===== src/rtl/fetch_stage_pkg.sv =====
package fetch_stage_pkg;

  localparam int unsigned XLEN = 32;

  localparam logic [XLEN-1:0] NOP             = 32'h0000_0013;
  localparam logic [XLEN-1:0] DEF_RESET_ADDR  = 32'h0000_0000;

  typedef enum logic [1:0] {
    ST_RUN    = 2'd0,
    ST_MSTALL = 2'd1,
    ST_HALT   = 2'd2
  } fetch_state_e;

  function automatic logic pc_aligned(input logic [XLEN-1:0] pc);
    return (pc[1:0] == 2'b00);
  endfunction

endpackage


===== src/rtl/fetch_stage_if.sv =====
interface fetch_stage_if;
  import fetch_stage_pkg::*;

  logic            i_hold;
  logic            i_redirect;
  logic [XLEN-1:0] i_redirect_pc;
  logic            i_halt;
  logic [XLEN-1:0] o_imem_raddr;
  logic            o_imem_ren;
  logic [XLEN-1:0] i_imem_rdata;
  logic [XLEN-1:0] o_inst;
  logic [XLEN-1:0] o_pc;
  logic [XLEN-1:0] o_nxt_pc;
  logic            o_vld;
  logic            o_misalign;
  logic            o_halted;

  modport master (
    input  i_hold, i_redirect, i_redirect_pc, i_halt, i_imem_rdata,
    output o_imem_raddr, o_imem_ren, o_inst, o_pc, o_nxt_pc,
           o_vld, o_misalign, o_halted
  );

  modport slave (
    output i_hold, i_redirect, i_redirect_pc, i_halt, i_imem_rdata,
    input  o_imem_raddr, o_imem_ren, o_inst, o_pc, o_nxt_pc,
           o_vld, o_misalign, o_halted
  );

endinterface


===== src/rtl/fetch_stage_pc_gen.sv =====
module pc_gen
  import fetch_stage_pkg::*;
#(
  parameter logic [XLEN-1:0] RESET_ADDR = DEF_RESET_ADDR
) (
  input  logic            rst,
  input  fetch_state_e    state,
  input  logic            halt,
  input  logic            redirect,
  input  logic [XLEN-1:0] redirect_pc,
  input  logic            hold,
  input  logic [XLEN-1:0] pc,
  output logic [XLEN-1:0] pc_nxt
);

  always_comb begin
    pc_nxt = pc;
    if (rst) begin
      pc_nxt = RESET_ADDR;
    end else if (state == ST_HALT || halt) begin
      pc_nxt = pc;
    end else if (redirect) begin
      pc_nxt = redirect_pc;
    end else if (hold) begin
      pc_nxt = pc;
    end else if (state == ST_RUN && pc_aligned(pc)) begin
      pc_nxt = pc + 32'd4;
    end
  end

endmodule


===== src/rtl/fetch_stage.sv =====
module fetch_stage
  import fetch_stage_pkg::*;
#(
  parameter logic [XLEN-1:0] RESET_ADDR = DEF_RESET_ADDR
) (
  input  logic          i_clk,
  input  logic          i_rst,
  fetch_stage_if.master bus
);

  fetch_state_e    state_q, state_d;
  logic [XLEN-1:0] pc_q, pc_d;
  logic [XLEN-1:0] inst_q, inst_d;
  logic [XLEN-1:0] id_pc_q, id_pc_d;
  logic [XLEN-1:0] nxt_pc_q, nxt_pc_d;
  logic            vld_q, vld_d;
  logic            mis_q, mis_d;
  logic            halted_q, halted_d;

  pc_gen #(
    .RESET_ADDR (RESET_ADDR)
  ) u_pc_gen (
    .rst         (i_rst),
    .state       (state_q),
    .halt        (bus.i_halt),
    .redirect    (bus.i_redirect),
    .redirect_pc (bus.i_redirect_pc),
    .hold        (bus.i_hold),
    .pc          (pc_q),
    .pc_nxt      (pc_d)
  );

  always_comb begin
    state_d  = state_q;
    inst_d   = inst_q;
    id_pc_d  = id_pc_q;
    nxt_pc_d = nxt_pc_q;
    vld_d    = vld_q;
    mis_d    = mis_q;
    halted_d = halted_q;
    unique case (state_q)
      ST_RUN, ST_MSTALL: begin
        if (bus.i_halt) begin
          state_d  = ST_HALT;
          vld_d    = 1'b0;
          mis_d    = 1'b0;
          inst_d   = NOP;
          halted_d = 1'b1;
        end else if (bus.i_redirect) begin
          // Flushed entry is invalid, so any pending misalign flag is dropped too.
          state_d = ST_RUN;
          vld_d   = 1'b0;
          mis_d   = 1'b0;
          inst_d  = NOP;
        end else if (bus.i_hold) begin
          state_d = state_q;
        end else if (state_q == ST_MSTALL) begin
          vld_d  = 1'b0;
          mis_d  = 1'b0;
          inst_d = NOP;
        end else begin
          id_pc_d  = pc_q;
          nxt_pc_d = pc_q + 32'd4;
          vld_d    = 1'b1;
          if (pc_aligned(pc_q)) begin
            inst_d = bus.i_imem_rdata;
            mis_d  = 1'b0;
          end else begin
            inst_d  = NOP;
            mis_d   = 1'b1;
            state_d = ST_MSTALL;
          end
        end
      end
      ST_HALT: state_d = ST_HALT;
      default: state_d = ST_RUN;
    endcase
  end

  always_ff @(posedge i_clk) begin
    pc_q <= pc_d;
    if (i_rst) begin
      state_q  <= ST_RUN;
      inst_q   <= NOP;
      id_pc_q  <= '0;
      nxt_pc_q <= '0;
      vld_q    <= 1'b0;
      mis_q    <= 1'b0;
      halted_q <= 1'b0;
    end else begin
      state_q  <= state_d;
      inst_q   <= inst_d;
      id_pc_q  <= id_pc_d;
      nxt_pc_q <= nxt_pc_d;
      vld_q    <= vld_d;
      mis_q    <= mis_d;
      halted_q <= halted_d;
    end
  end

  assign bus.o_imem_raddr = pc_q;
  assign bus.o_imem_ren   = (state_q == ST_RUN) && pc_aligned(pc_q);
  assign bus.o_inst       = inst_q;
  assign bus.o_pc         = id_pc_q;
  assign bus.o_nxt_pc     = nxt_pc_q;
  assign bus.o_vld        = vld_q;
  assign bus.o_misalign   = mis_q;
  assign bus.o_halted     = halted_q;

endmodule


===== src/flat_wrapper.sv =====
// flat-port wrapper written by rule: the top's interface ports become plain ports
module fetch_stage_flat import fetch_stage_pkg::*;
#(
  parameter logic [XLEN-1:0] RESET_ADDR = DEF_RESET_ADDR
)
  (i_clk, i_rst, bus_i_hold, bus_i_redirect, bus_i_redirect_pc, bus_i_halt, bus_i_imem_rdata, bus_o_imem_raddr, bus_o_imem_ren, bus_o_inst, bus_o_pc, bus_o_nxt_pc, bus_o_vld, bus_o_misalign, bus_o_halted);
  fetch_stage_if bus_i ();
  input  logic i_clk;
  input  logic i_rst;
  input wire logic [$bits(bus_i.i_hold)-1:0] bus_i_hold;
  input wire logic [$bits(bus_i.i_redirect)-1:0] bus_i_redirect;
  input wire logic [$bits(bus_i.i_redirect_pc)-1:0] bus_i_redirect_pc;
  input wire logic [$bits(bus_i.i_halt)-1:0] bus_i_halt;
  input wire logic [$bits(bus_i.i_imem_rdata)-1:0] bus_i_imem_rdata;
  output wire logic [$bits(bus_i.o_imem_raddr)-1:0] bus_o_imem_raddr;
  output wire logic [$bits(bus_i.o_imem_ren)-1:0] bus_o_imem_ren;
  output wire logic [$bits(bus_i.o_inst)-1:0] bus_o_inst;
  output wire logic [$bits(bus_i.o_pc)-1:0] bus_o_pc;
  output wire logic [$bits(bus_i.o_nxt_pc)-1:0] bus_o_nxt_pc;
  output wire logic [$bits(bus_i.o_vld)-1:0] bus_o_vld;
  output wire logic [$bits(bus_i.o_misalign)-1:0] bus_o_misalign;
  output wire logic [$bits(bus_i.o_halted)-1:0] bus_o_halted;
  assign bus_i.i_hold = bus_i_hold;
  assign bus_i.i_redirect = bus_i_redirect;
  assign bus_i.i_redirect_pc = bus_i_redirect_pc;
  assign bus_i.i_halt = bus_i_halt;
  assign bus_i.i_imem_rdata = bus_i_imem_rdata;
  assign bus_o_imem_raddr = bus_i.o_imem_raddr;
  assign bus_o_imem_ren = bus_i.o_imem_ren;
  assign bus_o_inst = bus_i.o_inst;
  assign bus_o_pc = bus_i.o_pc;
  assign bus_o_nxt_pc = bus_i.o_nxt_pc;
  assign bus_o_vld = bus_i.o_vld;
  assign bus_o_misalign = bus_i.o_misalign;
  assign bus_o_halted = bus_i.o_halted;
  fetch_stage #(.RESET_ADDR(RESET_ADDR)) u_core (.i_clk(i_clk), .i_rst(i_rst), .bus(bus_i));
endmodule

===== config.mk =====
export PLATFORM = sky130hd
export DESIGN_NAME = fetch_stage_flat
export DESIGN_NICKNAME = d
export VERILOG_FILES = /design/src/rtl/fetch_stage_pkg.sv /design/src/rtl/fetch_stage_if.sv /design/src/rtl/fetch_stage_pc_gen.sv /design/src/rtl/fetch_stage.sv /design/src/flat_wrapper.sv
export SDC_FILE = /design/constraint.sdc
export NUM_CORES = 1
export LEC_CHECK = 0
export CAP_MARGIN = 20
export CORE_UTILIZATION = 49
export CTS_BUF_LIST = sky130_fd_sc_hd__clkbuf_16
export CTS_CLUSTER_DIAMETER = 80
export DETAILED_ROUTE_END_ITERATION = 6
export PLACE_DENSITY = 0.86
export SKIP_LAST_GASP = 1
export SLEW_MARGIN = 20
export SYNTH_ARGS = -nofsm -noshare
export SYNTH_HDL_FRONTEND = slang
export SYNTH_SLANG_ARGS = --single-unit

===== constraint.sdc =====
create_clock -name i_clk -period 6 [get_ports i_clk]
set_input_delay 0.9 -clock i_clk [delete_from_list [all_inputs] [get_ports i_clk]]
set_output_delay 0.9 -clock i_clk [all_outputs]
set_load 0.02 [all_outputs]

==> results of run 1 <==
## worst min-delay path by stage
stage               cells past startpoint                      to  slack, ns                    from
finish                                  2  u_core.bus.o_nxt_pc[3]       0.46  u_core.bus.o_nxt_pc[3]
global route                            2     u_core.bus.o_pc[18]       0.48     u_core.bus.o_pc[18]
CTS                                     2     u_core.bus.o_pc[20]       0.46     u_core.bus.o_pc[20]
detailed placement                      2     u_core.bus.o_halted       0.45     u_core.bus.o_halted
global placement                        2     u_core.bus.o_halted       0.44     u_core.bus.o_halted
floorplan                               2       u_core.state_q[1]       0.50       u_core.state_q[1]
## flip-flops by register name (all words and copies together), names as in the netlist
signal / count
u_core.bus.o_vld: 1
u_core.bus.o_misalign: 1
u_core.bus.o_nxt_pc: 30
u_core.bus.o_halted: 1
u_core.bus.o_imem_raddr: 32
u_core.bus.o_inst: 32
u_core.bus.o_pc: 32
u_core.state_q: 2
## synthesized netlist by cell type, drive strengths merged, types with 6 or more instances
master  number
o21ai       34
a211oi      10
dfxtp      131
nor2        71
nor4         6
mux2i        6
o31ai        9
and4         6
xor2        12
a22oi       32
clkbuf      51
nor3        12
a21oi       79
buf         14
nand3       17
a31oi       11
xnor2       15
nand4       11
nand2      116
and3         7
nand2b       7
## area by class of cell
| class | count | area [um2] | area share, % |
|---|---|---|---|
| clock buffer | 17 | 425 | 5.14 |
| sequential | 131 | 2620 | 31.7 |
| multi-input combinational | 505 | 2810 | 34.0 |
| tap | 140 | 175 | 2.12 |
| inverter | 4 | 15.0 | 0.181 |
| clock inverter | 14 | 195 | 2.36 |
| timing repair buffer | 205 | 2040 | 24.6 |
## tightest hold or removal path: cells and delay by family, from the launching register on
family	cells	cell delay [ns]
AO/OA/AOI/OAI	1	0.05
flip-flops	1	0.31
AND/OR/NAND/NOR	1	0.05
## logic make-up (layout without fill, tap and decap cells)
logic type / Yosys count / in the layout / share of synthesized area (%)
AOI/OAI and AO/OA: 201 / 201 / 21.8
xor gates and xnor gates: 27 / 27 / 4.16
adders and majority gates: 1 / 1 / 0.220
buffers and inverters: 69 / 240 / 5.12
DFF: 131 / 131 / 46.1
muxes: 7 / 7 / 1.25
and+or+nand+nor: 269 / 269 / 21.4
## per-layer routing
| metal | vias to the layer above | share of wire (%) | routed length (um) |
|---|---|---|---|
| li1 | 2805 | - | - |
| met1 | 2804 | 39 | 7170 |
| met2 | 324 | 49 | 9090 |
| met3 | 35 | 9.5 | 1760 |
| met4 | 0 | 2.2 | 407 |
| met5 | - | 0 | 0 |
## per-stage QoR
step	instances	hold WS, ns	instance area, um2	worst slack [ns]	total power, uW
6_report	1016	0.456	8280	2.81	2310
2_1_floorplan	705	0.501	5690	3.44	1090
3_5_place_dp	984	0.446	7640	2.30	1220
5_1_grt	1016	0.476	8280	2.68	2380
3_3_place_gp	984	0.437	7640	2.46	1210
4_1_cts	1015	0.457	8260	2.71	2310
## where the power goes
group,switching (uW),leakage [uW],internal (uW)
logic,145,0.00144,128
clock network,376,0.000306,726
registers,39.3,0.00106,899
total,561,0.00281,1750
==> run_summary.xml, run 1 <==
<?xml version="1.0" encoding="UTF-8"?>
<metrics>
  <group name="drt">
    <metric name="route.detailed.vias_per_inst" unit="">5.87</metric>
    <metric name="detail_route.wirelength" unit="um">18400</metric>
    <metric name="dr.pass1.iters" unit="">5</metric>
    <metric name="drc" unit="">0</metric>
    <metric name="detail-route-antenna-nets" unit="">0</metric>
    <metric name="wire_per_inst" unit="um">18.1</metric>
    <metric name="dr.first_iter.drc_count" unit="">557</metric>
    <metric name="detailroute.via_count" unit="">5968</metric>
  </group>
  <group name="timing">
    <metric name="post-route-min-period" unit="ns">3.19</metric>
    <metric name="fmax" unit="MHz">313</metric>
    <metric name="unrepaired_setup_endpoints_after_global_routing" unit="">false</metric>
    <metric name="worst_pin_slew" unit="ns">1.11</metric>
    <metric name="fin_skew" unit="ns">0.00653</metric>
    <metric name="fin_setup_tns" unit="ns">0</metric>
    <metric name="timing_hold_violations_final" unit="">0</metric>
    <metric name="fin_crit_sh" unit="%">53.2</metric>
    <metric name="report.final.slew_viol_count" unit="">0</metric>
    <metric name="timing.slew.headroom" unit="%">26.2</metric>
    <metric name="setup-violations-final" unit="">0</metric>
  </group>
  <group name="layout">
    <metric name="insertedDiodeCount" unit="">0</metric>
    <metric name="drive_gt1_share" unit="%">4.68</metric>
    <metric name="finish.utilization" unit="%">74.8</metric>
    <metric name="areaGrowthSynthToFinish" unit="%">45.6</metric>
    <metric name="highest_count_cells_in_the_layout_ignoring_fill_and_taps" unit="">sky130_fd_sc_hd__clkdlybuf4s50_1, sky130_fd_sc_hd__dfxtp_1, sky130_fd_sc_hd__nand2_1, sky130_fd_sc_hd__a21oi_1, sky130_fd_sc_hd__nor2_1</metric>
    <metric name="nNetsFinal" unit="">934</metric>
    <metric name="final.fill_count" unit="">848</metric>
    <metric name="final_common_cell" unit="">sky130_fd_sc_hd__clkdlybuf4s50_1</metric>
  </group>
  <group name="logic_synthesis">
    <metric name="synth_enable_flop_cells" unit="">0</metric>
    <metric name="yosysSeqAreaShare" unit="%">46.1</metric>
    <metric name="yosys_register_bits" unit="">131</metric>
    <metric name="syn-instance-count" unit="">705</metric>
    <metric name="mappedNetlistArea" unit="um2">5690</metric>
    <metric name="synth_warnings" unit="">0</metric>
    <metric name="ys_types" unit="">49</metric>
    <metric name="synth_nets" unit="">775</metric>
    <metric name="synth_top_area_share" unit="%">46.1</metric>
    <metric name="synthesized_area_per_cell" unit="um2">8.07</metric>
    <metric name="async_set_reset_flop_share_out_of_synthesis" unit="%">0</metric>
    <metric name="synth_top_cells_by_area" unit="">sky130_fd_sc_hd__dfxtp_1, sky130_fd_sc_hd__nand2_1, sky130_fd_sc_hd__a21oi_1, sky130_fd_sc_hd__nor2_1, sky130_fd_sc_hd__a22oi_1</metric>
    <metric name="ys.flop_type" unit="">sky130_fd_sc_hd__dfxtp_1</metric>
    <metric name="netlist.top_cell.by_area" unit="">sky130_fd_sc_hd__dfxtp_1</metric>
  </group>
  <group name="setup_path">
    <metric name="worst-endpoint-required" unit="ns">6.33</metric>
    <metric name="worstSetupEndpoint" unit="">u_core.bus.o_imem_raddr[23]</metric>
    <metric name="setup.worst_path.start" unit="">bus_i_redirect</metric>
    <metric name="cp_cell_sequence" unit="">buf_2 -&gt; buf_4 -&gt; clkinv_1 -&gt; a211o_1 -&gt; or3_1 -&gt; mux2_2 -&gt; a31oi_1</metric>
    <metric name="worst-r2r-setup-slack" unit="ns">3.16</metric>
    <metric name="r2r_end" unit="">u_core.bus.o_nxt_pc[31]</metric>
    <metric name="worstPathArrival" unit="ns">3.52</metric>
    <metric name="worst_path_max_delay_cell" unit="">sky130_fd_sc_hd__a211o_1</metric>
    <metric name="r2r_cells" unit="">5</metric>
    <metric name="path_class" unit="">in -&gt; reg</metric>
    <metric name="crit_family" unit="">buffers and inverters</metric>
    <metric name="rr_startpoint" unit="">u_core.bus.o_imem_raddr[7]</metric>
    <metric name="cpPeakStageDelay" unit="ns">0.68</metric>
    <metric name="worst-path-stages" unit="">7</metric>
    <metric name="critPathCaptureType" unit="">register</metric>
    <metric name="worst-path-max-fanout" unit="">69</metric>
    <metric name="worstPathBufferInverterCount" unit="">3</metric>
    <metric name="critPathLaunchType" unit="">input port</metric>
  </group>
  <group name="floorplanning">
    <metric name="core_region_area" unit="um2">11100</metric>
    <metric name="area_of_the_die" unit="um2">12000</metric>
    <metric name="die-height" unit="um">110</metric>
    <metric name="initial_standard_cell_utilization_of_the_core" unit="%">51.4</metric>
    <metric name="dieWidth" unit="um">110</metric>
    <metric name="placement_rows" unit="">38</metric>
    <metric name="top_level_ports" unit="">201</metric>
  </group>
  <group name="cts">
    <metric name="cts_inserted_buffers" unit="">17</metric>
    <metric name="cts.htree.levels" unit="">4</metric>
    <metric name="post_cts_hold_buffer_count" unit="">0</metric>
    <metric name="buffers_inserted_during_post_cts_setup_optimization" unit="">0</metric>
    <metric name="cts-resized-gates" unit="">0</metric>
    <metric name="cts_sinks" unit="">131</metric>
    <metric name="clock_root_buffer_master" unit="">sky130_fd_sc_hd__clkbuf_16</metric>
    <metric name="clock_path_buffers" unit="">2</metric>
    <metric name="tritoncts_clock_tree" unit="">done</metric>
    <metric name="path_clk_slew" unit="ns">0.05</metric>
    <metric name="clk_latency_worst_skew_pair" unit="ns">0.41</metric>
  </group>
  <group name="power_and_ir_drop">
    <metric name="power_density" unit="nW/um2">279</metric>
    <metric name="vdd_drop_max" unit="mV">0.228</metric>
    <metric name="leakagePower" unit="uW">0.00281</metric>
  </group>
  <group name="global_routing">
    <metric name="global_route.usage.met3" unit="%">9.60</metric>
    <metric name="grt.total_usage" unit="%">31.1</metric>
    <metric name="globalRouteMet1Util" unit="%">37.3</metric>
    <metric name="grt_start_max_net_pins" unit="">108</metric>
    <metric name="grt_pass1_vias" unit="">5717</metric>
    <metric name="gr-usage-met2" unit="%">51.5</metric>
    <metric name="top_usage_layer_grt" unit="">met2</metric>
    <metric name="antenna_found_initial" unit="">0</metric>
    <metric name="global_route.overflow_total" unit="">0</metric>
    <metric name="grt_first_pass_wirelength" unit="um">28800</metric>
  </group>
  <group name="min_path">
    <metric name="min_path_type" unit="">reg -&gt; reg</metric>
  </group>
  <group name="placement">
    <metric name="dp_hpwl" unit="um">12300</metric>
    <metric name="weighted_congestion_reported_at_the_end_of_routability_driven_placement" unit="">0.875</metric>
    <metric name="port-buffer-count" unit="">200</metric>
  </group>
  <group name="flow_run">
    <metric name="maxCapViolations" unit="">0</metric>
  </group>
  <group name="outcome">
    <metric name="outcome" unit="">finished clean</metric>
  </group>
</metrics>
No activity file was read; power rests on OpenSTA's default activity.
==> run 2: changes to the inputs <==
--- a/config.mk
+++ b/config.mk
@@ -6,11 +6,11 @@
 export NUM_CORES = 1
 export LEC_CHECK = 0
 export CAP_MARGIN = 20
-export CORE_UTILIZATION = 49
+export CORE_UTILIZATION = 45
 export CTS_BUF_LIST = sky130_fd_sc_hd__clkbuf_16
 export CTS_CLUSTER_DIAMETER = 80
 export DETAILED_ROUTE_END_ITERATION = 6
-export PLACE_DENSITY = 0.86
+export PLACE_DENSITY = 0.8
 export SKIP_LAST_GASP = 1
 export SLEW_MARGIN = 20
 export SYNTH_ARGS = -nofsm -noshare
==> constraint.sdc (replaced) <==
create_clock -name i_clk -period 3.2 [get_ports i_clk]
set_input_delay 0.48 -clock i_clk [delete_from_list [all_inputs] [get_ports i_clk]]
set_output_delay 0.48 -clock i_clk [all_outputs]
set_load 0.02 [all_outputs]
==> run 2 against run 1 <==
  * Combinational power grew 91%
  * Non-clock buffer count grew 9
  * Sequential power grew 87%
==> run_summary.xml, run 2 (synthesis results as in run 1) <==
<?xml version="1.0" encoding="UTF-8"?>
<metrics>
  <group name="setup_path">
    <metric name="cpPeakStageDelay" unit="ns">0.63</metric>
    <metric name="critPathCaptureType" unit="">register</metric>
    <metric name="critPathLaunchType" unit="">register</metric>
    <metric name="worst-path-max-fanout" unit="">9</metric>
    <metric name="path_class" unit="">reg -&gt; reg</metric>
    <metric name="worst_path_max_delay_cell" unit="">sky130_fd_sc_hd__nor3_1</metric>
    <metric name="worstPathArrival" unit="ns">2.81</metric>
    <metric name="worst-endpoint-required" unit="ns">3.45</metric>
    <metric name="cp_cell_sequence" unit="">and4_1 -&gt; nand4_1 -&gt; nor3_1 -&gt; mux2i_1 -&gt; o22ai_1</metric>
  </group>
  <group name="drt">
    <metric name="detail-route-antenna-nets" unit="">0</metric>
    <metric name="drc" unit="">0</metric>
    <metric name="dr.pass1.iters" unit="">5</metric>
    <metric name="wire_per_inst" unit="um">17.2</metric>
    <metric name="dr.first_iter.drc_count" unit="">469</metric>
    <metric name="detailroute.via_count" unit="">5891</metric>
    <metric name="detail_route.wirelength" unit="um">18100</metric>
    <metric name="route.detailed.vias_per_inst" unit="">5.61</metric>
  </group>
  <group name="global_routing">
    <metric name="global_route.overflow_total" unit="">0</metric>
    <metric name="grt_pass1_vias" unit="">5528</metric>
    <metric name="top_usage_layer_grt" unit="">met2</metric>
    <metric name="gr-usage-met2" unit="%">45.0</metric>
    <metric name="grt_start_max_net_pins" unit="">80</metric>
    <metric name="grt_first_pass_wirelength" unit="um">28300</metric>
    <metric name="grt.total_usage" unit="%">27.9</metric>
    <metric name="global_route.usage.met3" unit="%">9.53</metric>
    <metric name="antenna_found_initial" unit="">1</metric>
    <metric name="globalRouteMet1Util" unit="%">34.3</metric>
  </group>
  <group name="timing">
    <metric name="fin_crit_sh" unit="%">79.8</metric>
    <metric name="fin_skew" unit="ns">0.00579</metric>
    <metric name="fmax" unit="MHz">392</metric>
    <metric name="report.final.slew_viol_count" unit="">0</metric>
    <metric name="timing_hold_violations_final" unit="">0</metric>
    <metric name="setup-violations-final" unit="">0</metric>
    <metric name="post-route-min-period" unit="ns">2.55</metric>
    <metric name="timing.slew.headroom" unit="%">36.6</metric>
    <metric name="unrepaired_setup_endpoints_after_global_routing" unit="">false</metric>
    <metric name="worst_pin_slew" unit="ns">0.951</metric>
    <metric name="fin_setup_tns" unit="ns">0</metric>
  </group>
  <group name="layout">
    <metric name="areaGrowthSynthToFinish" unit="%">45.3</metric>
    <metric name="drive_gt1_share" unit="%">5.10</metric>
    <metric name="final.fill_count" unit="">997</metric>
    <metric name="final_common_cell" unit="">sky130_fd_sc_hd__clkdlybuf4s50_1</metric>
    <metric name="final_cell_area" unit="um2">8270</metric>
    <metric name="nNetsFinal" unit="">943</metric>
    <metric name="finish.utilization" unit="%">68.0</metric>
    <metric name="insertedDiodeCount" unit="">0</metric>
    <metric name="highest_count_cells_in_the_layout_ignoring_fill_and_taps" unit="">sky130_fd_sc_hd__clkdlybuf4s50_1, sky130_fd_sc_hd__dfxtp_1, sky130_fd_sc_hd__nand2_1, sky130_fd_sc_hd__a21oi_1, sky130_fd_sc_hd__nor2_1</metric>
    <metric name="post_layout_nonfiller_instances" unit="">1050</metric>
  </group>
  <group name="placement">
    <metric name="dpl_cell_area" unit="um2">7760</metric>
    <metric name="dpl.cell_count" unit="">1022</metric>
    <metric name="port-buffer-count" unit="">200</metric>
    <metric name="dp_hpwl" unit="um">12600</metric>
    <metric name="weighted_congestion_reported_at_the_end_of_routability_driven_placement" unit="">0.870</metric>
  </group>
  <group name="cts">
    <metric name="cts-resized-gates" unit="">0</metric>
    <metric name="clock_path_buffers" unit="">2</metric>
    <metric name="cts.htree.levels" unit="">4</metric>
    <metric name="post_cts_hold_buffer_count" unit="">0</metric>
    <metric name="cts_inserted_buffers" unit="">17</metric>
    <metric name="clock_root_buffer_master" unit="">sky130_fd_sc_hd__clkbuf_16</metric>
    <metric name="clk_latency_worst_skew_pair" unit="ns">0.41</metric>
    <metric name="buffers_inserted_during_post_cts_setup_optimization" unit="">0</metric>
    <metric name="cts_sinks" unit="">131</metric>
    <metric name="path_clk_slew" unit="ns">0.05</metric>
    <metric name="tritoncts_clock_tree" unit="">done</metric>
  </group>
  <group name="flow_run">
    <metric name="maxCapViolations" unit="">0</metric>
  </group>
  <group name="floorplanning">
    <metric name="core_region_area" unit="um2">12200</metric>
    <metric name="initial_standard_cell_utilization_of_the_core" unit="%">46.8</metric>
    <metric name="die-height" unit="um">114</metric>
    <metric name="placement_rows" unit="">40</metric>
    <metric name="dieWidth" unit="um">114</metric>
    <metric name="top_level_ports" unit="">201</metric>
    <metric name="area_of_the_die" unit="um2">13100</metric>
  </group>
  <group name="min_path">
    <metric name="min_path_type" unit="">in -&gt; reg</metric>
  </group>
  <group name="power_and_ir_drop">
    <metric name="leakagePower" unit="uW">0.00279</metric>
    <metric name="vdd_drop_max" unit="mV">0.331</metric>
    <metric name="design_power_total" unit="uW">3950</metric>
    <metric name="power_density" unit="nW/um2">478</metric>
  </group>
  <group name="outcome">
    <metric name="outcome" unit="">finished clean</metric>
  </group>
</metrics>
[run 2: cell count changes in the layout (fill, tap and decap cells not counted), sizes merged]
cell | before | now
buf | 7 | 16
bufinv | 5 | 1
inv | 4 | 5
[run 2: metrics by stage]
stage	hold slack (ns)	setup WS [ns]
after floorplan	0.501	0.988
after global placement	0.436	0.525
after detailed placement	0.442	0.497
after CTS	0.432	0.687
after global routing	0.452	0.392
final	0.435	0.646
[run 2: critical path: cells and delay by family, from the launching register on]
family / cells / cell delay (ns)
flip-flops: 1 / 0.52
AO/OA/AOI/OAI: 1 / 0.10
AND/OR/NAND/NOR: 3 / 1.51
multiplexers: 1 / 0.26
[run 2: path summary, 6_finish.rpt]
path	end	depth (start not counted)	slack [ns]	from
worst max-delay path	u_core.bus.o_nxt_pc[31]	5	0.65	u_core.bus.o_imem_raddr[9]
worst min-delay path	u_core.bus.o_inst[7]	2	0.43	i_rst
worst max register to register	u_core.bus.o_nxt_pc[31]	5	0.65	u_core.bus.o_imem_raddr[9]
worst min register to register	u_core.bus.o_pc[5]	2	0.45	u_core.bus.o_pc[5]
[run 2: report_power, final]
part | total (uW) | leakage, uW | internal [uW] | switching (uW)
Sequential | 1760 | 0.00106 | 1690 | 70.9
Combinational | 524 | 0.00147 | 246 | 278
Clock | 1670 | 0.000252 | 1030 | 646
[run 2: layer usage]
layer	vias up	share of wire [%]
li1	2822	-
met1	2770	41
met2	269	47
met3	28	9.8
met4	2	2.1
met5	-	0.072
[run 2: cell type report]
class | instances | area (um2) | area share [%]
Multi-Input combinational cell | 505 | 2800 | 33.9
Clock inverter | 11 | 77.6 | 0.938
Clock buffer | 17 | 425 | 5.15
Timing Repair Buffer | 214 | 2110 | 25.5
Tap cell | 168 | 210 | 2.54
Sequential cell | 131 | 2620 | 31.7
Inverter | 4 | 15.0 | 0.182
==> run 3: changes to the inputs <==
--- a/config.mk
+++ b/config.mk
@@ -6,11 +6,11 @@
 export NUM_CORES = 1
 export LEC_CHECK = 0
 export CAP_MARGIN = 20
-export CORE_UTILIZATION = 45
+export CORE_UTILIZATION = 41
 export CTS_BUF_LIST = sky130_fd_sc_hd__clkbuf_16
 export CTS_CLUSTER_DIAMETER = 80
 export DETAILED_ROUTE_END_ITERATION = 6
-export PLACE_DENSITY = 0.8
+export PLACE_DENSITY = 0.77
 export SKIP_LAST_GASP = 1
 export SLEW_MARGIN = 20
 export SYNTH_ARGS = -nofsm -noshare
==> constraint.sdc (replaced) <==
create_clock -name i_clk -period 2.33 [get_ports i_clk]
set_input_delay 0.3495 -clock i_clk [delete_from_list [all_inputs] [get_ports i_clk]]
set_output_delay 0.3495 -clock i_clk [all_outputs]
set_load 0.02 [all_outputs]
==> run 3 against run 2 <==
  * Worst setup slack worse by 0.40 ns
  * Die area up 9.6%
  * Clock power up 41%
  * First-iteration DRC count up 7.0%
  * Sequential power up 35%
  * Total power up 40%
  * Largest power group unchanged
  * Highest routed layer is now met4
==> run_summary.xml, run 3 (synthesis results as in run 1) <==
<?xml version="1.0" encoding="UTF-8"?>
<metrics>
  <group name="outcome">
    <metric name="outcome" unit="">finished clean</metric>
  </group>
  <group name="drt">
    <metric name="route.detailed.vias_per_inst" unit="">5.37</metric>
    <metric name="detail_route.wirelength" unit="um">17700</metric>
    <metric name="dr.pass1.iters" unit="">5</metric>
    <metric name="dr.first_iter.drc_count" unit="">502</metric>
    <metric name="wire_per_inst" unit="um">16.1</metric>
    <metric name="detailroute.via_count" unit="">5908</metric>
    <metric name="detail-route-antenna-nets" unit="">0</metric>
    <metric name="drc" unit="">0</metric>
  </group>
  <group name="layout">
    <metric name="finish.utilization" unit="%">64.2</metric>
    <metric name="final.fill_count" unit="">1139</metric>
    <metric name="area.sequential" unit="um2">2620</metric>
    <metric name="nNetsFinal" unit="">984</metric>
    <metric name="insertedDiodeCount" unit="">0</metric>
    <metric name="drive_gt1_share" unit="%">9.41</metric>
    <metric name="areaGrowthSynthToFinish" unit="%">51.2</metric>
    <metric name="area_of_the_multi_input_gates" unit="um2">2800</metric>
    <metric name="final_common_cell" unit="">sky130_fd_sc_hd__clkdlybuf4s50_1</metric>
    <metric name="highest_count_cells_in_the_layout_ignoring_fill_and_taps" unit="">sky130_fd_sc_hd__clkdlybuf4s50_1, sky130_fd_sc_hd__dfxtp_1, sky130_fd_sc_hd__nand2_1, sky130_fd_sc_hd__a21oi_1, sky130_fd_sc_hd__nor2_1</metric>
  </group>
  <group name="setup_path">
    <metric name="worst-endpoint-required" unit="ns">1.98</metric>
    <metric name="r2r_cells" unit="">5</metric>
    <metric name="worst-path-max-fanout" unit="">5</metric>
    <metric name="r2r_end" unit="">u_core.bus.o_imem_raddr[21]</metric>
    <metric name="rr_startpoint" unit="">u_core.bus.o_imem_raddr[2]</metric>
    <metric name="critPathCaptureType" unit="">primary output</metric>
    <metric name="worst-r2r-setup-slack" unit="ns">0.25</metric>
    <metric name="path_class" unit="">reg -&gt; out</metric>
    <metric name="critPathLaunchType" unit="">register</metric>
    <metric name="worstPathArrival" unit="ns">1.73</metric>
  </group>
  <group name="cts">
    <metric name="buffers_inserted_during_post_cts_setup_optimization" unit="">0</metric>
    <metric name="cts-resized-gates" unit="">1</metric>
    <metric name="cts_sinks" unit="">131</metric>
    <metric name="path_clk_slew" unit="ns">0.05</metric>
    <metric name="tritoncts_clock_tree" unit="">done</metric>
    <metric name="cts.htree.levels" unit="">4</metric>
    <metric name="post_cts_hold_buffer_count" unit="">0</metric>
    <metric name="cts_inserted_buffers" unit="">17</metric>
    <metric name="clk_latency_worst_skew_pair" unit="ns">0.42</metric>
    <metric name="clock_path_buffers" unit="">2</metric>
    <metric name="clock_root_buffer_master" unit="">sky130_fd_sc_hd__clkbuf_16</metric>
  </group>
  <group name="min_path">
    <metric name="timing.hold.worst_endpoint" unit="">u_core.bus.o_inst[7]</metric>
    <metric name="min_delay_path_depth" unit="">2</metric>
    <metric name="hold_start" unit="">i_rst</metric>
    <metric name="min_path_type" unit="">in -&gt; reg</metric>
  </group>
  <group name="floorplanning">
    <metric name="dieWidth" unit="um">120</metric>
    <metric name="initial_standard_cell_utilization_of_the_core" unit="%">42.5</metric>
    <metric name="placement_rows" unit="">42</metric>
    <metric name="die-height" unit="um">120</metric>
    <metric name="top_level_ports" unit="">201</metric>
    <metric name="area_of_the_die" unit="um2">14400</metric>
    <metric name="core_region_area" unit="um2">13400</metric>
  </group>
  <group name="placement">
    <metric name="weighted_congestion_reported_at_the_end_of_routability_driven_placement" unit="">0.817</metric>
    <metric name="dp_hpwl" unit="um">12500</metric>
    <metric name="port-buffer-count" unit="">200</metric>
  </group>
  <group name="global_routing">
    <metric name="grt.total_usage" unit="%">25.1</metric>
    <metric name="grt_start_max_net_pins" unit="">68</metric>
    <metric name="grt_pass1_vias" unit="">5457</metric>
    <metric name="antenna_found_initial" unit="">0</metric>
    <metric name="grt_first_pass_wirelength" unit="um">28100</metric>
    <metric name="global_route.overflow_total" unit="">0</metric>
  </group>
  <group name="timing">
    <metric name="timing_hold_violations_final" unit="">0</metric>
    <metric name="worst_pin_slew" unit="ns">0.508</metric>
    <metric name="timing.slew.headroom" unit="%">66.2</metric>
    <metric name="unrepaired_setup_endpoints_after_global_routing" unit="">false</metric>
    <metric name="fin_skew" unit="ns">0.00747</metric>
    <metric name="setup-violations-final" unit="">0</metric>
    <metric name="report.final.slew_viol_count" unit="">0</metric>
    <metric name="post-route-min-period" unit="ns">2.08</metric>
    <metric name="fin_crit_sh" unit="%">89.4</metric>
    <metric name="fmax" unit="MHz">480</metric>
    <metric name="fin_setup_tns" unit="ns">0</metric>
  </group>
  <group name="power_and_ir_drop">
    <metric name="power_density" unit="nW/um2">642</metric>
    <metric name="leakagePower" unit="uW">0.00302</metric>
    <metric name="vdd_drop_max" unit="mV">0.491</metric>
  </group>
  <group name="flow_run">
    <metric name="maxCapViolations" unit="">0</metric>
  </group>
</metrics>
-- run 3: cell types whose count changed in the layout (fill, tap and decap cells not counted), sizes merged --
cell | previous run | this run
clkinvlp | 2 | 0
inv | 5 | 6
buf | 16 | 57
clkdlybuf4s50 | 198 | 197
clkinv | 7 | 10
dlygate4sd2 | 0 | 1
-- run 3: final cells by class --
type | instances | share of cell area, %
clock buffer | 17 | 4.95
clock inverter | 13 | 0.946
inverter | 4 | 0.175
multi-input combinational | 505 | 32.6
sequential | 131 | 30.5
tap | 176 | 2.56
timing repair buffer | 255 | 28.3
-- run 3: power breakdown --
part | leakage, uW | internal (uW) | switching, uW
Sequential | 0.00106 | 2320 | 67.3
Combinational | 0.00169 | 378 | 409
Clock | 0.000269 | 1410 | 935
-- run 3: worst max-delay path, stage by stage (launching register included) --
cell and delay, ns:
sky130_fd_sc_hd__dfxtp_1 0.31, sky130_fd_sc_hd__buf_4 0.15, sky130_fd_sc_hd__or2_2 0.34, sky130_fd_sc_hd__nor3_1 0.13, sky130_fd_sc_hd__dlygate4sd2_1 0.37
-- run 3: worst max path at each step --
stage                               start                     endpoint  slack, ns  depth (start not counted)
2_1_floorplan  u_core.bus.o_imem_raddr[2]  u_core.bus.o_imem_raddr[26]       0.12                          7
3_3_place_gp                   bus_i_hold  u_core.bus.o_imem_raddr[21]      -0.01                          6
3_5_place_dp                   bus_i_hold  u_core.bus.o_imem_raddr[21]      -0.02                          6
4_1_cts        u_core.bus.o_imem_raddr[1]               bus_o_imem_ren       0.22                          4
5_1_grt        u_core.bus.o_imem_raddr[2]  u_core.bus.o_imem_raddr[21]       0.14                          5
6_report       u_core.bus.o_imem_raddr[1]               bus_o_imem_ren       0.25                          4
-- run 3: routing by layer --
layer / wire length, um / up-vias / track usage (%)
li1: - / 2913 / -
met1: 7710 / 2731 / 33.1
met2: 8110 / 238 / 38.0
met3: 1530 / 26 / 7.75
met4: 371 / 0 / 10.2
met5: 0 / - / 0
-- run 3: stage by stage --
stage	worst slack [ns]	instance area [um2]	hold slack [ns]	instances	power, uW
2_1_floorplan	0.118	5690	0.495	705	2800
3_3_place_gp	-0.00993	8090	0.441	1071	3210
3_5_place_dp	-0.0249	8090	0.439	1071	3210
4_1_cts	0.224	8600	0.314	1101	5550
5_1_grt	0.140	8600	0.343	1101	5740
6_report	0.246	8600	0.316	1101	5520
==> RTL edit 1: new RTL, flow settings as in run 2 <==
Re-encode `fetch_state_e` (3 states) as one-hot, 3 bits wide.
--- a/src/rtl/fetch_stage_pkg.sv
+++ b/src/rtl/fetch_stage_pkg.sv
@@ -6,8 +6,8 @@
   localparam logic [XLEN-1:0] DEF_RESET_ADDR  = 32'h0000_0000;
 
-  typedef enum logic [1:0] {
-    ST_RUN    = 2'd0,
-    ST_MSTALL = 2'd1,
-    ST_HALT   = 2'd2
+  typedef enum logic [2:0] {
+    ST_RUN    = 3'b001,
+    ST_MSTALL = 3'b010,
+    ST_HALT   = 3'b100
   } fetch_state_e;
 
Formal check against the unedited RTL: same outputs for any inputs over 4 cycles, from zero or initial values and one cycle with i_rst high; so few cycles prove little.
==> RTL edit 1 against run 2 <==
  * First-iteration DRC count grew 2.8%
  * Count of clock-buffer cells in the layout is the same
  * Combinational power up 21%
  * Fmax rose by 1.9%
  * Final cell count up 4.6%
  * Area after synthesis increased by 6.8%
  * Total power up 14%
  * Sequential power is 2% higher
  * Wire length grew 1.1%
  * Worst setup slack improved by 0.048 ns
  * Worst hold slack improved by 0.017 ns
  * Sequential cell count up 1
  * Cell area rose by 6.4%
==> RTL edit 1: results (changes against run 2) <==
* Status: complete, no violations
* Non-clk bufs at 220 (+2.8%)
* Met1 Resource Use GR at 33.31% (-1.0 points)
* # fillers at 1,108 (+11%)
* DR iter-0 viols at 482 (+2.8%)
* Wire length on met2 at 8.619 mm (+1.9%)
* Worst-margin pin slew at 0.8525 ns (-0.09813 ns)
* GRT Total Usage at 26.95% (-0.91 points)
* Post-synthesis sequential area ratio at 43.48% (-2.6 points)
* Met2 usage in global routing at 43.20% (-1.8 points)
* Comb pwr at 636 uW (+21%)
* Min-delay worst type: register to register
* PD cells at 512.4 nW/um^2 (+7.1%)
* Antenna violations before repair at 0 (-1)
* Layout non-clock buf frac at 24.66% (-0.89 points)
* Int Power at 3324 uW (+12%)
* Max FO, Critical Path at 10 (+1)
* Placer Congestion at 0.8360 (-3.9%)
* Non-clk invs at 13 (+9)
* Min-Delay Endpoint: u_core.bus.o_pc[10]$_SDFFE_PP0P_
* R2R Path End: u_core.bus.o_nxt_pc[24]$_SDFFE_PP0P_
* First drt pass iteration count at 7 (+2)
* Layout net count at 979 (+3.8%)
* Top sig layer: met4
* CTS Sinks at 132 (+0.76%)
* Via Count at 6,219 (+5.6%)
* Pleak at 0.002947 uW (+5.7%)
* Hold Slack at 0.4513 ns (+0.01659 ns)
* Final Cell Area at 8797 um^2 (+6.4%)
* Post-synth top cells: dfxtp_1 (132), nand2_1 (99), nor2_1 (85)
* Number of global-route vias before repair at 5,739 (+3.8%)
* Post-DP Area at 8168 um^2 (+5.2%)
* Skew final at 0.009065 ns (+0.003274 ns)
* Dpl cells at 1,066 (+4.3%)
* Worst path arrival time at 2.83 ns (+0.02 ns)
* Multi-input gate share of total cell area at 35.09% (+1.2 points)
* Largest net degree at the start of global routing at 75 (-6.3%)
* Synth area leaders: dfxtp_1 (43%), nand2_1 (6.1%), nor2_1 (5.3%), a21oi_1 (3.8%), a22oi_1 (3.6%)
* Distinct cells, synth at 61 (+24%)
* Area of the core at 13,190 um^2 (+8.5%)
* Min-Delay Startpoint: u_core.bus.o_pc[10]$_SDFFE_PP0P_
* Total wire length at 18.25 mm (+1.1%)
* VDD IR max at 0.0003570 V (+8.0%)
* Post-Route M1 WL at 7.746 mm (+4.3%)
* Multi-input gates at 525 (+4.0%)
* Met3 Track Usage GR at 8.977% (-0.55 points)
* Vias/cell at 5.664 (+0.95%)
* Reg2Reg Setup Slack at 0.69 ns (+0.05 ns)
* Crit Reg-Reg Startpoint: u_core.bus.o_imem_raddr[2]$_SDFFE_PP0P_
* P_seq at 1800 uW (+2%)
* Seq/total area at 30.04% (-1.7 points)
-- RTL edit 1: logic make-up (layout without fill, tap and decap cells) --
group / count (synthesis) / after routing / share of synthesized area, %
multiplexers: 9 / 9 / 1.482
buffers and inverters: 87 / 265 / 6.012
AO/OA/AOI/OAI: 200 / 200 / 23.10
AND/OR/NAND/NOR: 299 / 299 / 23.41
XOR/XNOR: 16 / 16 / 2.306
flip-flops: 132 / 132 / 43.48
adder cells (fa/ha/maj): 1 / 1 / 0.2059
-- RTL edit 1: worst max-delay path by stage --
| stage | slack, ns | start | end | depth (start not counted) |
|---|---|---|---|---|
| after CTS | 0.71 | u_core.bus.o_imem_raddr[1]$_SDFFE_PP0P_ | bus_o_imem_ren | 3 |
| final | 0.69 | u_core.bus.o_imem_raddr[2]$_SDFFE_PP0P_ | u_core.bus.o_nxt_pc[24]$_SDFFE_PP0P_ | 5 |
| after floorplan | 1.10 | u_core.bus.o_imem_raddr[11]$_SDFFE_PP0P_ | u_core.bus.o_imem_raddr[31]$_SDFFE_PP0P_ | 6 |
| after global placement | 0.70 | bus_i_hold | u_core.bus.o_imem_raddr[31]$_SDFFE_PP0P_ | 6 |
| after detailed placement | 0.65 | bus_i_hold | u_core.bus.o_imem_raddr[12]$_SDFFE_PP0P_ | 6 |
| after global routing | 0.60 | u_core.bus.o_imem_raddr[2]$_SDFFE_PP0P_ | u_core.bus.o_nxt_pc[24]$_SDFFE_PP0P_ | 5 |
-- RTL edit 1: worst max-delay path: stages (launching register included) --
cell      delay [ns]
dfxtp_1         0.60
ha_1            0.31
and3_1          0.37
nand3_1         0.33
or4_1           0.55
a311oi_1        0.24
==> RTL edit 2: new RTL, config.mk and constraints of run 2 <==
Without the edit above. Change the package constant `XLEN` from 32 to 16.
--- a/src/rtl/fetch_stage_pkg.sv
+++ b/src/rtl/fetch_stage_pkg.sv
@@ -1,5 +1,5 @@
 package fetch_stage_pkg;
 
-  localparam int unsigned XLEN = 32;
+  localparam int unsigned XLEN = 16;
 
   localparam logic [XLEN-1:0] NOP             = 32'h0000_0013;
Interface: changed (6 resized); port bits go from 201 to 105. The function was not compared with the original's and may differ.
==> RTL edit 2 against run 2 <==
  * Clock power fell by 42%
  * Global-route usage fell by 2.7 points
  * Register-to-register slack improved by 0.50 ns
  * Critical endpoint is now bus_o_imem_ren
  * Clock skew fell by 0.00059 ns
  * Critical path depth fell by 2
  * Area after synthesis fell by 49%
  * Cell area fell by 49%
  * Worst setup slack improved by 0.28 ns
  * Die area fell by 48%
  * Largest power group is now the clock network
  * Fmax rose by 12%
  * Sequential cell count fell by 64
  * Wire length fell by 55%
  * Total power fell by 46%
==> RTL edit 2: results (changes against run 2) <==
* Dpl cells at 501 (-51%)
* Root Buffer: clkbuf_16
* GRT Total Usage at 25.16% (-2.7 points)
* Post-DP Area at 3926 um^2 (-49%)
* Layout net count at 475 (-50%)
* First drt pass iteration count at 5 (unchanged)
* Mapped Avg Cell Area at 8.381 um^2 (+3.9%)
* Largest net degree at the start of global routing at 45 (-44%)
* Post-synth top cells: dfxtp_1 (67), nand2_1 (52), nor2_1 (41)
* ANT cells at 0 (unchanged)
* Clk slew on worst S/H paths at about 0.06 ns
* Post-CTS Setup Bufs at 0 (unchanged)
* Clk_lat worst skew at 0.33 ns (-0.08 ns)
* Crit path max-delay family: buffers and inverters
* Dpl hpwl at 5.468 mm (-57%)
* VDD IR max at 0.0003446 V (+4.2%)
* Crit Reg-Reg Startpoint: u_core.bus.o_imem_raddr[2]$_SDFFE_PP0P_
* H-tree levels at 3 (-1)
* Synth area leaders: dfxtp_1 (46%), nand2_1 (6.8%), nor2_1 (5.3%), a21oi_1 (5.0%), a22oi_1 (4.2%)
* Slowest CP cell: clkdlybuf4s50_1
* CTS Buf Count at 9 (-8)
* CTS resizes at 0 (unchanged)
* Antenna violations before repair at 0 (-1)
* Depth of the worst register-to-register path at 5 (unchanged)
* Placer Congestion at 0.8406 (-3.3%)
* Via Count at 2,852 (-52%)
* Hold Slack at 0.4534 ns (+0.01866 ns)
* Post-route insts no fill at 517 (-51%)
* Pleak at 0.001434 uW (-49%)
* Min-Delay Endpoint: u_core.bus.o_pc[15]$_SDFFE_PP0P_
* Status: complete, no violations
* CP max stage delay at approximately 0.64 ns
* Post-synthesis sequential area ratio at 46.39% (+0.29 points)
* Min-Delay Startpoint: u_core.bus.o_pc[15]$_SDFFE_PP0P_
* Worst Hold Depth at 2 (unchanged)
* R2R Path End: u_core.bus.o_nxt_pc[14]$_SDFFE_PP0P_
* Post-synth ARST share at 0% (unchanged)
* Max FO, Critical Path at 6 (-3)
* Ratio of cells with drive above 1 in the final layout at 7.240% (+2.1 points)
* Relative slew slack at 56.37% (+20 points)
* Worst path arrival time at 1.79 ns (-1.02 ns)
* Number of global-route vias before repair at 2,576 (-53%)
* Distinct cells, synth at 42 (-14%)
* Synthesis Warnings at 0 (unchanged)
* Post-Syn Nets at 383 (-51%)
* Reg2Reg Setup Slack at 1.15 ns (+0.50 ns)
* First-pass GRT wire length at 12.62 mm (-55%)
* PortBufs at 104 (-48%)
* Skew final at 0.005200 ns (-0.0005915 ns)
* Min-delay worst type: register to register
* Total wire length at 8.052 mm (-55%)
* Clock Tree Buf Depth at 2 (unchanged)
* DR iter-0 viols at 201 (-57%)
## RTL edit 2: cell families after synthesis
group                    after synthesis  share of synthesized area, %
XOR/XNOR                              10                         3.029
flip-flops                            67                         46.39
buffers and inverters                 31                         4.976
adder cells (fa/ha/maj)                1                        0.4326
AND/OR/NAND/NOR                      143                         23.02
AO/OA/AOI/OAI                         89                         20.77
multiplexers                           4                         1.385
## RTL edit 2: report_power, final
group          switching, uW  internal [uW]
sequential              36.6            863
clock                    369            599
combinational            140            134
total                    546           1600
## RTL edit 2: final cells by class
class	count	area (um^2)
clock inverter	7	68.82
multi-input combinational	247	1406
clock buffer	9	225.2
timing repair buffer	109	1074
fill	495	1841
inverter	3	11.26
tap	75	93.84
sequential	67	1341
## RTL edit 2: worst max path at each step
| stage | from | depth (start not counted) | end | slack [ns] |
|---|---|---|---|---|
| after floorplan | u_core.bus.o_imem_raddr[1]$_SDFFE_PP0P_ | 4 | u_core.bus.o_imem_raddr[15]$_SDFFE_PP0P_ | 1.38 |
| after global placement | bus_i_halt | 5 | u_core.bus.o_nxt_pc[7]$_SDFFE_PP0P_ | 0.70 |
| after detailed placement | bus_i_halt | 5 | u_core.bus.o_nxt_pc[7]$_SDFFE_PP0P_ | 0.65 |
| after CTS | u_core.bus.o_imem_raddr[1]$_SDFFE_PP0P_ | 3 | bus_o_imem_ren | 0.91 |
| after global routing | bus_i_halt | 5 | u_core.bus.o_nxt_pc[7]$_SDFFE_PP0P_ | 0.82 |
| final | u_core.bus.o_imem_raddr[1]$_SDFFE_PP0P_ | 3 | bus_o_imem_ren | 0.93 |
## RTL edit 2: routing by layer
metal / vias to the layer above / GRT usage, % / part of all wire [%]
met4: 0 / 11.75 / 1.8
met1: 1319 / 34.59 / 46
li1: 1408 / - / -
met3: 16 / 6.923 / 6.3
met5: - / 0 / 0
met2: 109 / 36.28 / 45
## RTL edit 2: through the flow
stage	total power (uW)	setup WS [ns]
3_5_place_dp	1189	0.6537
6_report	2142	0.9277
2_1_floorplan	1059	1.384
4_1_cts	2145	0.9120
5_1_grt	2209	0.8224
3_3_place_gp	1184	0.6966
## RTL edit 2: tightest hold or removal path: cells and delay by family, from the launching register on
kind	cells	cell delay, ns
DFF	1	0.30
and+or+nand+nor	1	0.05
AOI/OAI and AO/OA	1	0.05
